**src/rtl/sr04_echo_responder.sv**
```systemverilog
// SR04 sensor-side responder: accepts a trigger pulse, waits the burst delay,
// then drives an echo pulse whose width (in 1 us ticks) encodes a distance.
module sr04_echo_responder #(
    parameter int TRIG_MIN_US    = 10,
    parameter int BURST_DELAY_US = 200,
    parameter int US_PER_CM      = 58,
    parameter int MAX_CM         = 400,
    parameter int TIMEOUT_US     = 38000,
    parameter int HOLDOFF_US     = 1000
) (
    input  logic       clk,
    input  logic       rst,
    input  logic       i_tick,
    input  logic       trig,
    input  logic [9:0] i_distance,
    output logic       echo,
    output logic       busy,
    output logic       trig_err
);

    localparam logic [2:0] S_IDLE  = 3'd0;
    localparam logic [2:0] S_TRIG  = 3'd1;
    localparam logic [2:0] S_BURST = 3'd2;
    localparam logic [2:0] S_ECHO  = 3'd3;
    localparam logic [2:0] S_HOLD  = 3'd4;

    localparam logic [7:0]  TRIG_MIN    = 8'(TRIG_MIN_US);
    localparam logic [15:0] BURST_LEN   = 16'(BURST_DELAY_US);
    localparam logic [15:0] HOLD_LEN    = 16'(HOLDOFF_US);
    localparam logic [15:0] TIMEOUT_LEN = 16'(TIMEOUT_US);
    localparam logic [15:0] UPC         = 16'(US_PER_CM);
    localparam logic [9:0]  MAX_D       = 10'(MAX_CM);

    logic        trig_s1;
    logic        trig_s2;
    logic        trig_q;
    logic        trig_rise;
    logic        trig_fall;
    logic [2:0]  state;
    logic [7:0]  trig_cnt;
    logic [7:0]  trig_cnt_inc;
    logic [15:0] cnt;
    logic [15:0] cnt_inc;
    logic [15:0] echo_len;
    logic [15:0] mult_in;
    logic [15:0] len_calc;
    logic        dist_ok;

    // Two-flop synchronizer plus edge-detect copy; preset high so a trig
    // already asserted at reset release does not look like a rising edge.
    always_ff @(posedge clk or negedge rst) begin
        if (!rst) begin
            trig_s1 <= 1'b1;
            trig_s2 <= 1'b1;
            trig_q  <= 1'b1;
        end else begin
            trig_s1 <= trig;
            trig_s2 <= trig_s1;
            trig_q  <= trig_s2;
        end
    end

    assign trig_rise = trig_s2 & ~trig_q;
    assign trig_fall = ~trig_s2 & trig_q;
    assign busy      = (state != S_IDLE);
    assign cnt_inc   = cnt + 16'd1;

    // Saturating trigger-width count; a tick coinciding with the falling
    // edge still counts so the compare sees the incremented value.
    always_comb begin
        trig_cnt_inc = trig_cnt;
        if (i_tick && (trig_s2 || trig_fall) && (trig_cnt != 8'hFF))
            trig_cnt_inc = trig_cnt + 8'd1;
    end

    // Echo length: out-of-range distances are gated off the multiplier and
    // replaced by the timeout width.
    always_comb begin
        dist_ok  = (i_distance != 10'd0) && (i_distance <= MAX_D);
        mult_in  = dist_ok ? {6'd0, i_distance} : 16'd0;
        len_calc = dist_ok ? (mult_in * UPC) : TIMEOUT_LEN;
    end

    // Main protocol FSM: trigger qualification, burst delay, echo, holdoff.
    always_ff @(posedge clk or negedge rst) begin
        if (!rst) begin
            state    <= S_IDLE;
            trig_cnt <= 8'd0;
            cnt      <= 16'd0;
            echo_len <= 16'd0;
            echo     <= 1'b0;
            trig_err <= 1'b0;
        end else begin
            trig_err <= 1'b0;
            case (state)
                S_IDLE: begin
                    if (trig_rise) begin
                        trig_cnt <= 8'd0;
                        state    <= S_TRIG;
                    end
                end
                S_TRIG: begin
                    trig_cnt <= trig_cnt_inc;
                    if (trig_fall) begin
                        if (trig_cnt_inc >= TRIG_MIN) begin
                            echo_len <= len_calc;
                            cnt      <= 16'd0;
                            state    <= S_BURST;
                        end else begin
                            trig_err <= 1'b1;
                            state    <= S_IDLE;
                        end
                    end
                end
                S_BURST: begin
                    if (i_tick) begin
                        if (cnt_inc == BURST_LEN) begin
                            echo  <= 1'b1;
                            cnt   <= 16'd0;
                            state <= S_ECHO;
                        end else begin
                            cnt <= cnt_inc;
                        end
                    end
                end
                S_ECHO: begin
                    if (i_tick) begin
                        if (cnt_inc == echo_len) begin
                            echo  <= 1'b0;
                            cnt   <= 16'd0;
                            state <= S_HOLD;
                        end else begin
                            cnt <= cnt_inc;
                        end
                    end
                end
                S_HOLD: begin
                    if (i_tick) begin
                        if (cnt_inc == HOLD_LEN) begin
                            cnt   <= 16'd0;
                            state <= S_IDLE;
                        end else begin
                            cnt <= cnt_inc;
                        end
                    end
                end
                default: begin
                    echo  <= 1'b0;
                    cnt   <= 16'd0;
                    state <= S_IDLE;
                end
            endcase
        end
    end

endmodule

```
**config.mk**
```make
export PLATFORM = sky130hd
export DESIGN_NAME = sr04_echo_responder
export DESIGN_NICKNAME = d
export VERILOG_FILES = /design/src/rtl/sr04_echo_responder.sv
export SDC_FILE = /design/constraint.sdc
export NUM_CORES = 1
export LEC_CHECK = 0
export BUFFER_PORTS_ARGS = -buffer_cell sky130_fd_sc_hd__buf_4
export CAP_MARGIN = 30
export CORE_MARGIN = 2
export CORE_UTILIZATION = 60
export CTS_CLUSTER_SIZE = 12
export DETAILED_ROUTE_END_ITERATION = 6
export HOLD_SLACK_MARGIN = 0.1
export PLACE_DENSITY = 0.75
export SLEW_MARGIN = 20
export SYNTH_ARGS = -nofsm -noshare
export SYNTH_HDL_FRONTEND = slang
export SYNTH_SLANG_ARGS = --single-unit
```
**constraint.sdc**
```tcl
create_clock -name clk -period 5.8 [get_ports clk]
set_clock_uncertainty 0.15 [all_clocks]
set_input_delay 1.16 -clock clk [delete_from_list [all_inputs] [get_ports clk]]
set_output_delay 1.16 -clock clk [all_outputs]
set_load 0.02 [all_outputs]
```
==> results of run 1 <==
-- synthesized netlist by cell type (3+ instances only) --
| master | number |
|---|---|
| nand2_1 | 48 |
| buf_6 | 6 |
| o21ai_1 | 3 |
| o21ai_0 | 44 |
| inv_1 | 44 |
| and2_1 | 7 |
| clkbuf_1 | 16 |
| xnor2_1 | 30 |
| a31oi_1 | 9 |
| a21oi_1 | 32 |
| nand4_1 | 10 |
| and3_1 | 5 |
| ha_1 | 33 |
| a21o_1 | 9 |
| nand2b_1 | 7 |
| and4_1 | 6 |
| a22o_1 | 4 |
| nand3_1 | 22 |
| nor2b_1 | 5 |
| mux2i_1 | 4 |
| dfrtp_1 | 44 |
| xor2_1 | 12 |
| a211oi_1 | 3 |
| fa_1 | 10 |
| buf_2 | 10 |
| o31ai_1 | 7 |
| nor3_1 | 10 |
| dfstp_2 | 3 |
| nor2_1 | 35 |
-- registers in the layout, summed over array words and instances, names as in the netlist --
| name | cells |
|---|---|
| trig_s2 | 1 |
| trig_q | 1 |
| state | 3 |
| trig_s1 | 1 |
| trig_cnt | 8 |
| echo | 1 |
| echo_len | 15 |
| trig_err | 1 |
| cnt | 16 |
-- cell type report --
type	instances	area (µm²)
Tap cell	99	124
Fill cell	657	2500
Clock inverter	2	12.5
Multi-Input combinational cell	411	2970
Timing Repair Buffer	25	188
Clock buffer	6	72.6
Inverter	44	165
Sequential cell	47	1180
-- through the flow --
step	area, µm²	TNS, ns	power [W]
detailed placement	4630	-0.154	0.000678
CTS	4710	0	0.000878
floorplan	4540	-0.00116	0.000624
global route	4710	0	0.000939
global placement	4630	0	0.000671
finish	4710	0	0.000873
-- metal layers --
metal,GRT usage,vias to the layer above,wire length [µm]
li1,-,1876,-
met1,0.327,1780,4530
met2,0.377,69,4300
met3,0.0285,14,226
met4,0.0667,0,159
met5,0,-,0
-- path summary, 6_finish.rpt --
check / endpoint / startpoint
setup / recovery: echo_len[14]$_DFFE_PN0P_ / i_distance[6]
hold / removal: trig_s2$_DFF_PN1_ / trig_s1$_DFF_PN1_
setup reg to reg: cnt[6]$_DFFE_PN0P_ / cnt[0]$_DFFE_PN0P_
hold reg to reg: trig_s2$_DFF_PN1_ / trig_s1$_DFF_PN1_
max in group asynchronous: echo_len[10]$_DFFE_PN0P_ / rst
min in group asynchronous: state[1]$_DFFE_PN0P_ / rst
-- logic make-up (layout without fill, tap and decap cells) --
| group | Yosys count | count (layout) | share of synthesized area |
|---|---|---|---|
| and+or+nand+nor | 172 | 172 | 0.200 |
| AOI/OAI and AO/OA | 143 | 143 | 0.214 |
| buffers and inverters | 80 | 77 | 0.0832 |
| DFF | 47 | 47 | 0.266 |
| adders and majority gates | 43 | 43 | 0.138 |
| xor gates and xnor gates | 42 | 42 | 0.0829 |
| muxes | 6 | 6 | 0.0141 |
| other | 2 | 5 | 0.00169 |
-- power by group --
part / switching [W] / internal, W / total [W]
logic: 0.000156 / 0.000132 / 0.000288
registers: 0.0000409 / 0.000344 / 0.000385
clock network: 0.000115 / 0.0000846 / 0.000199
total: 0.000312 / 0.000561 / 0.000873
-- timing repair --
| item | in CTS | in global routing |
|---|---|---|
| buffers inserted | 0 | 0 |
| gates resized for setup | 0 | 0 |
| setup endpoints to repair | 0 | 2 |
-- critical path: stages --
cell and delay, ns:
buf_4 0.12, or4_4 0.53, nor4_4 0.29, a21oi_1 0.11
nor2_1 0.14, nor3_1 0.10, buf_4 0.16, and3_1 0.19
or2_4 0.25, ha_4 0.25, inv_1 0.04, fa_1 0.49
inv_2 0.05, ha_4 0.21, nor2b_1 0.12, o21ai_1 0.16
a21oi_1 0.11, o21ai_1 0.14, nand2b_1 0.09, a31o_2 0.26
a21o_1 0.16, a21oi_2 0.12, xnor2_1 0.08, a22o_1 0.17
==> summary.md, run 1 <==
| Metric | Value |
|---|---|
| Synth async-reset ratio | 1.00 |
| Leakage power | 2.09 nW |
| Clock transition at path regs | 0.09 ns |
| Die width | 90.0 µm |
| CTS Root Buffer Type | clkbuf_8 |
| Slew at the pin with the worst max-slew slack | 0.869 ns |
| PD cells | 185 mW/mm² |
| Crit Path Class | in2reg |
| Worst Hold Path Cells | 0 |
| CTS Buffer Depth | 2 |
| Crit share post-route | 0.943 |
| Post-synth EDFFs | 0 |
| Clock sink count | 47 |
| Worst EP arrival | 5.51 ns |
| Placement Rows | 31 |
| Commonest cells after routing, fill and taps aside | nand2_1, dfrtp_1, inv_1 |
| Port Buffers | 16 |
| Final WL | 9.21 mm |
| Fin crit period | 5.47 ns |
| Largest net degree at the start of global routing | 48 |
| Routed wire per std cell | 14.5 µm |
| CP Max Fanout | 6 |
| First drt pass iteration count | 4 |
| Starting Density | 0.615 |
| First-iteration detailed-routing DRC count | 181 |
| IO Pins | 17 |
| Global route total overflow | 0 |
| Hold Crit Class | reg2reg |
| # diodes | 0 |
| H-tree depth | 2 |
| Global-route wire length before repair | 15.8 mm |
| Worst-skew pair later-pin latency | 0.31 ns |
| Setup WS pre-CTS | -0.0556 ns |
| Area share of the largest cell type after synthesis | 0.248 |
| Post-DRT Antenna Nets | 0 |
| Final net count | 591 |
| Max-cap violations | 0 |
| Final setup fails | 0 |
| DRC viols | 0 |
| Detailed Place HPWL | 7.04 mm |
| Largest cells by area after synthesis | dfrtp_1, ha_1, xnor2_1, o21ai_0, fa_1 |
| Worst setup SP type | input pin |
| All-Layer GR Usage | 0.232 |
| Main synth FF type | dfrtp_1 |
| Required @ worst endpoint | 5.84 ns |
| Finished Layout Cells | 634 |
| Core Util, Final | 0.653 |
| Die Area | 0.00810 mm² |
| CTS tree | yes |
| Cell taking the most area after synthesis | dfrtp_1 |
| Worst slew margin | 0.416 |
| Worst hold slack | 0.209 ns |
| Core ar. | 0.00721 mm² |
| RD Place Congestion | 0.866 |
| R2r setup slk | 2.10 ns |
| Slew Viols, Final | 0 |
| Synth warnings | 0 |
| Sequential-to-total area share from yosys stat | 0.266 |
| Final hold violation count | 0 |
| Fmax | 0.183 GHz |
| R2R depth | 11 |
| Mapped Area | 0.00444 mm² |
| #FFs+latches synth | 47 |
| Area delta synth->final | 6.15% |
| Placed cell count | 626 |
| Die height | 90.0 µm |
| Post-Synthesis Cells | 535 |
| RSZ-0062 raised after global routing | false |
| Setup WS post-layout | 0.328 ns |
| Layout cells sized above 1 | 0.121 |
| Hold_buf cts | 0 |
| DR vias | 3739 |
| Syn Area/Cell | 8.30 µm² |
| CTS buffer count | 5 |
| Most common cell after layout, fill and taps aside | nand2_1 |
| Critical path endpoint category | register |
| Worst VDD drop | 0.0000960 V |
| Via count of the first global-routing pass | 3432 |
| Status | finished clean |
| Synth cell types | 70 |
| Initial antenna violation count | 0 |
| Vias/cell | 5.90 |
Power figures use the tool's default switching activity.
==> inputs of run 2 (changes only) <==
- CTS_CLUSTER_SIZE: 12 -> 24
- clock period: 5.8 -> 5.7 ns (I/O delays scaled with it)
==> run 2 against run 1 <==
Against the previous run:
- non-clock buffer count up 12
- flip-flop and latch count unchanged
- largest cell class unchanged
- highest routed layer unchanged
- combinational power up 5%
==> summary.md, run 2 (synthesized netlist as in run 1, its figures left out) <==
| Metric | Value |
|---|---|
| Status | finished clean |
| Starting Density | 0.615 |
| Setup WS post-layout | 0.234 ns |
| CP cell instances | buf_4, or4_4, nor4_4, a211oi_2, or3_1, nor2_4, ha_2, ha_1, ha_1, ha_1, a21o_1, a21o_1, a21o_1, a21oi_2, nor2b_1, o21ai_1, a21oi_1, o41ai_1, xnor2_1, a21oi_1 |
| Post-CTS Repair Setup Buffers | 0 |
| PD cells | 197 mW/mm² |
| Port Buffers | 16 |
| Most common cell after layout, fill and taps aside | nand2_1 |
| Detailed Place HPWL | 7.17 mm |
| Hold Crit Class | reg2reg |
| Hold Path End | trig_s2$_DFF_PN1_ |
| Critical path's slowest cell | or4_4 |
| Die Area | 0.00810 mm² |
| Routed wire per std cell | 14.4 µm |
| Worst setup SP type | input pin |
| Worst hold slack | 0.212 ns |
| RD Place Congestion | 0.830 |
| Reg2Reg Launch Point | trig_cnt[5]$_DFFE_PN0P_ |
| Core Util, Final | 0.670 |
| Clock sink count | 47 |
| Fin crit period | 5.47 ns |
| Final WL | 9.28 mm |
| Setup WS pre-CTS | -0.0936 ns |
| Crit Path Class | in2reg |
| Fmax | 0.183 GHz |
| Reg with most FFs | cnt |
| IO Pins | 17 |
| Min-delay src | trig_s1$_DFF_PN1_ |
| Hold_buf cts | 0 |
| Worst slew margin | 0.412 |
| Via count of the first global-routing pass | 3589 |
| Setup TNS | 0 ns |
| CTS Root Buffer Type | clkbuf_8 |
| # diodes | 0 |
| All-Layer GR Usage | 0.231 |
| Largest net degree at the start of global routing | 48 |
| Global route total overflow | 0 |
| Global-route wire length before repair | 16.0 mm |
| H-tree depth | 2 |
| Largest registers | cnt x16, echo_len x15, trig_cnt x8 |
| Placed cell count | 638 |
| DRC viols | 0 |
| Resized Gates After CTS | 0 |
| First-iteration detailed-routing DRC count | 179 |
| Die height | 90.0 µm |
| Core ar. | 0.00721 mm² |
| Fillers | 633 |
| Worst Hold Path Cells | 0 |
| Critical R2R Capture | echo_len[13]$_DFFE_PN0P_ |
| CP Max Fanout | 4 |
| Required @ worst endpoint | 5.73 ns |
| Worst-skew pair later-pin latency | 0.30 ns |
| Worst VDD drop | 0.0000903 V |
| Slowest cell delay on critical path | 0.54 ns |
| Final hold violation count | 0 |
| Layout cells sized above 1 | 0.143 |
| Leakage power | 2.17 nW |
| First drt pass iteration count | 4 |
| R2R depth | 9 |
| Worst EP arrival | 5.49 ns |
| Slew Viols, Final | 0 |
| Vias/cell | 5.90 |
| DR vias | 3813 |
| Final net count | 603 |
| CTS Buffer Depth | 2 |
| Finished Layout Cells | 646 |
| Slew at the pin with the worst max-slew slack | 0.876 ns |
| Clock transition at path regs | 0.09 ns |
| Max-cap violations | 0 |
| Crit share post-route | 0.959 |
| Die width | 90.0 µm |
| Final setup fails | 0 |
| Critical path endpoint category | register |
| Area delta synth->final | 8.91% |
| Max FFs per register | 16 |
| CTS buffer count | 5 |
| Post-DRT Antenna Nets | 0 |
| CTS tree | yes |
| Placement Rows | 31 |
| R2r setup slk | 2.05 ns |
| Commonest cells after routing, fill and taps aside | nand2_1, dfrtp_1, inv_1 |
| RSZ-0062 raised after global routing | false |
| Initial antenna violation count | 0 |
[run 2: through the flow]
stage | total power (W) | area [µm²]
finish | 0.000951 | 4830
global placement | 0.000694 | 4720
CTS | 0.000958 | 4830
floorplan | 0.000635 | 4540
detailed placement | 0.000701 | 4720
global route | 0.00102 | 4830
[run 2: area by class of cell]
class                           instances  area, µm²  area share
Tap cell                               99        124      0.0256
Clock buffer                            6       82.6      0.0171
Inverter                               44        165      0.0342
Multi-Input combinational cell        411       2970       0.614
Timing Repair Buffer                   37        278      0.0575
Sequential cell                        47       1180       0.244
Clock inverter                          2       35.0     0.00725
[run 2: how the worst max path moves through the flow]
stage                             start                        to  slack [ns]  cells after the start
after floorplan           i_distance[3]  echo_len[14]$_DFFE_PN0P_       -0.08                     26
after global placement    i_distance[6]  echo_len[15]$_DFFE_PN0P_       0.007                     20
after detailed placement  i_distance[6]  echo_len[15]$_DFFE_PN0P_       -0.09                     20
after CTS                 i_distance[6]  echo_len[15]$_DFFE_PN0P_        0.22                     20
after global routing      i_distance[6]  echo_len[15]$_DFFE_PN0P_        0.02                     20
final                     i_distance[6]  echo_len[15]$_DFFE_PN0P_        0.23                     20
[run 2: worst max-delay path, delay by kind of cell]
kind | cells | cell delay [ns]
compound gates | 9 | 1.41
xor+xnor | 1 | 0.17
fa+ha+maj | 4 | 1.14
buf+inv | 1 | 0.11
simple gates | 5 | 1.52
[run 2: report_power, final]
part | switching, W | total (W) | leakage (nW) | internal [W]
clock | 0.000117 | 0.000259 | 0.0612 | 0.000142
combinational | 0.000158 | 0.000302 | 1.48 | 0.000144
sequential | 0.0000401 | 0.000390 | 0.628 | 0.000350
total | 0.000315 | 0.000951 | 2.17 | 0.000636
[run 2: metal layers]
layer	track usage	wire length, µm	vias up
met2	0.380	4370	91
met5	0	0	-
met4	0.0872	199	0
met3	0.0344	357	19
li1	-	-	1897
met1	0.311	4360	1806
==> inputs of run 3 (changes only) <==
- CELL_PAD_IN_SITES_DETAIL_PLACEMENT: unset -> 0
- CELL_PAD_IN_SITES_GLOBAL_PLACEMENT: unset -> 2
- CORE_UTILIZATION: 60 -> 39
- CTS_CLUSTER_DIAMETER: unset -> 30
- HOLD_SLACK_MARGIN: 0.1 -> 0.08
- PLACE_DENSITY: 0.75 -> 0.78
==> run 3 against run 2 <==
Against the previous run:
- non-clock buffer count rose by 1
- clock power is 34% higher
- sequential share of layout area down 0.64 points
- combinational power increased by 2%
- utilization down 22 points
- critical path depth is the same
==> summary.md, run 3 (synthesized netlist as in run 1, its figures left out) <==
| Metric | Value |
|---|---|
| Worst EP arrival | 5.48 ns |
| Global-route wire length before repair | 17.9 mm |
| Slew at the pin with the worst max-slew slack | 0.877 ns |
| Max-cap violations | 0 |
| Status | finished clean |
| Setup WS post-layout | 0.252 ns |
| PD cells | 211 mW/mm² |
| Die width | 111 µm |
| Reg2Reg Launch Point | cnt[0]$_DFFE_PN0P_ |
| Routed wire per std cell | 15.4 µm |
| Worst Hold Path Cells | 0 |
| First drt pass iteration count | 4 |
| Max FFs per register | 16 |
| First-iteration detailed-routing DRC count | 186 |
| Worst slew margin | 0.413 |
| Worst-skew pair later-pin latency | 0.29 ns |
| Reg with most FFs | cnt |
| Placement Rows | 38 |
| Worst VDD drop | 0.000121 V |
| Setup WS pre-CTS | -0.134 ns |
| CP Max Fanout | 4 |
| Fin crit period | 5.45 ns |
| Slew Viols, Final | 0 |
| DR vias | 3802 |
| Final net count | 604 |
| Fmax | 0.184 GHz |
| Sequential cell area | 0.00118 mm² |
| Final hold violation count | 0 |
| Layout cells sized above 1 | 0.150 |
| Clock transition at path regs | 0.08 ns |
| DRC viols | 0 |
| CTS buffer count | 5 |
| # diodes | 0 |
| Placed cell count | 679 |
| Final setup fails | 0 |
| Hold Crit Class | reg2reg |
| Worst setup SP type | input pin |
| Die height | 111 µm |
| R2R depth | 11 |
| Critical path endpoint category | register |
| CTS Root Buffer Type | clkbuf_16 |
| CP cell instances | buf_4, or4_4, nor4_4, buf_4, a211oi_2, or3_4, nor2_4, ha_2, ha_1, ha_1, ha_1, a21o_1, a21o_1, a21o_1, a21oi_2, nor2b_1, o21ai_1, a21oi_1, or3_1, a32o_1 |
| R2r setup slk | 1.99 ns |
| Critical path's slowest cell | or4_4 |
| Critical R2R Capture | cnt[6]$_DFFE_PN0P_ |
| Via count of the first global-routing pass | 3712 |
| Fillers | 1113 |
| Finished Layout Cells | 688 |
| Worst hold slack | 0.212 ns |
| RD Place Congestion | 0.795 |
| H-tree depth | 2 |
| Area delta synth->final | 11.8% |
| Die Area | 0.0122 mm² |
| Largest registers | cnt x16, echo_len x15, trig_cnt x8 |
| Clock sink count | 47 |
| Detailed Place HPWL | 8.02 mm |
| CTS tree | yes |
| Core ar. | 0.0110 mm² |
| Commonest cells after routing, fill and taps aside | nand2_1, dfrtp_1, inv_1 |
| Most common cell after layout, fill and taps aside | nand2_1 |
| All-Layer GR Usage | 0.173 |
| Required @ worst endpoint | 5.73 ns |
| Largest net degree at the start of global routing | 48 |
| Global route total overflow | 0 |
| Leakage power | 2.21 nW |
| Starting Density | 0.404 |
| IO Pins | 17 |
| Slowest cell delay on critical path | 0.54 ns |
| Hold Path End | trig_s2$_DFF_PN1_ |
| CTS Buffer Depth | 2 |
| Final WL | 10.6 mm |
| Vias/cell | 5.53 |
| Port Buffers | 16 |
| Crit Path Class | in2reg |
| Post-DRT Antenna Nets | 0 |
| Crit share post-route | 0.956 |
| Area of the multi-input gates | 0.00299 mm² |
| Initial antenna violation count | 0 |
| Min-delay src | trig_s1$_DFF_PN1_ |
-- run 3: changes by cell type in the layout (fill, tap and decap cells not counted), sizes merged --
cell / change
inv: +1
clkinvlp: +1
clkbuf: -1
buf: +1
clkinv: -1
-- run 3: stage by stage --
stage	utilization	setup TNS, ns	area, µm²	power [W]
2_1_floorplan	-	-0.227	4540	0.000635
3_3_place_gp	0.434	-0.0713	4770	0.000703
3_5_place_dp	0.434	-0.341	4770	0.000704
4_1_cts	0.450	0	4940	0.00106
5_1_grt	0.452	-0.00928	4960	0.00111
6_report	0.452	0	4960	0.00105
-- run 3: routing by layer --
layer | GRT usage | vias up | routed length [µm]
li1 | - | 1893 | -
met1 | 0.239 | 1867 | 5100
met2 | 0.301 | 36 | 5200
met3 | 0.0180 | 6 | 196
met4 | 0.0258 | 0 | 70
met5 | 0 | - | 0
-- run 3: worst max-delay path: cells and delay by family --
family,cells,cell delay (ns)
compound gates,8,1.24
fa+ha+maj,4,1.13
simple gates,6,1.67
buf+inv,2,0.27
-- run 3: layout make-up --
| type | count | share of cell area |
|---|---|---|
| multi-input combinational | 411 | 0.602 |
| sequential | 47 | 0.238 |
| timing repair buffer | 38 | 0.0575 |
| tap | 140 | 0.0353 |
| inverter | 44 | 0.0333 |
| clock buffer | 5 | 0.0252 |
| clock inverter | 3 | 0.00933 |
-- run 3: power by group --
group	internal, W	switching (W)	leakage [nW]
registers	0.000350	0.0000407	0.628
logic	0.000144	0.000163	1.50
clock network	0.000209	0.000139	0.0804
total	0.000702	0.000343	2.21
-- run 3: repair_timing --
action | 4_1_cts | 5_1_grt
setup endpoints to repair | 0 | 3
setup buffers | 0 | 1
hold buffers | 0 | 0
gates resized for setup | 0 | 3
-- run 3: how the worst max path moves through the flow --
stage,from,endpoint,cells after the start
after floorplan,i_distance[3],echo_len[14]$_DFFE_PN0P_,26
after global placement,i_distance[6],echo_len[15]$_DFFE_PN0P_,20
after detailed placement,i_distance[6],echo_len[15]$_DFFE_PN0P_,20
after CTS,i_distance[6],echo_len[15]$_DFFE_PN0P_,20
after global routing,i_distance[6],echo_len[14]$_DFFE_PN0P_,24
final,i_distance[6],echo_len[13]$_DFFE_PN0P_,20
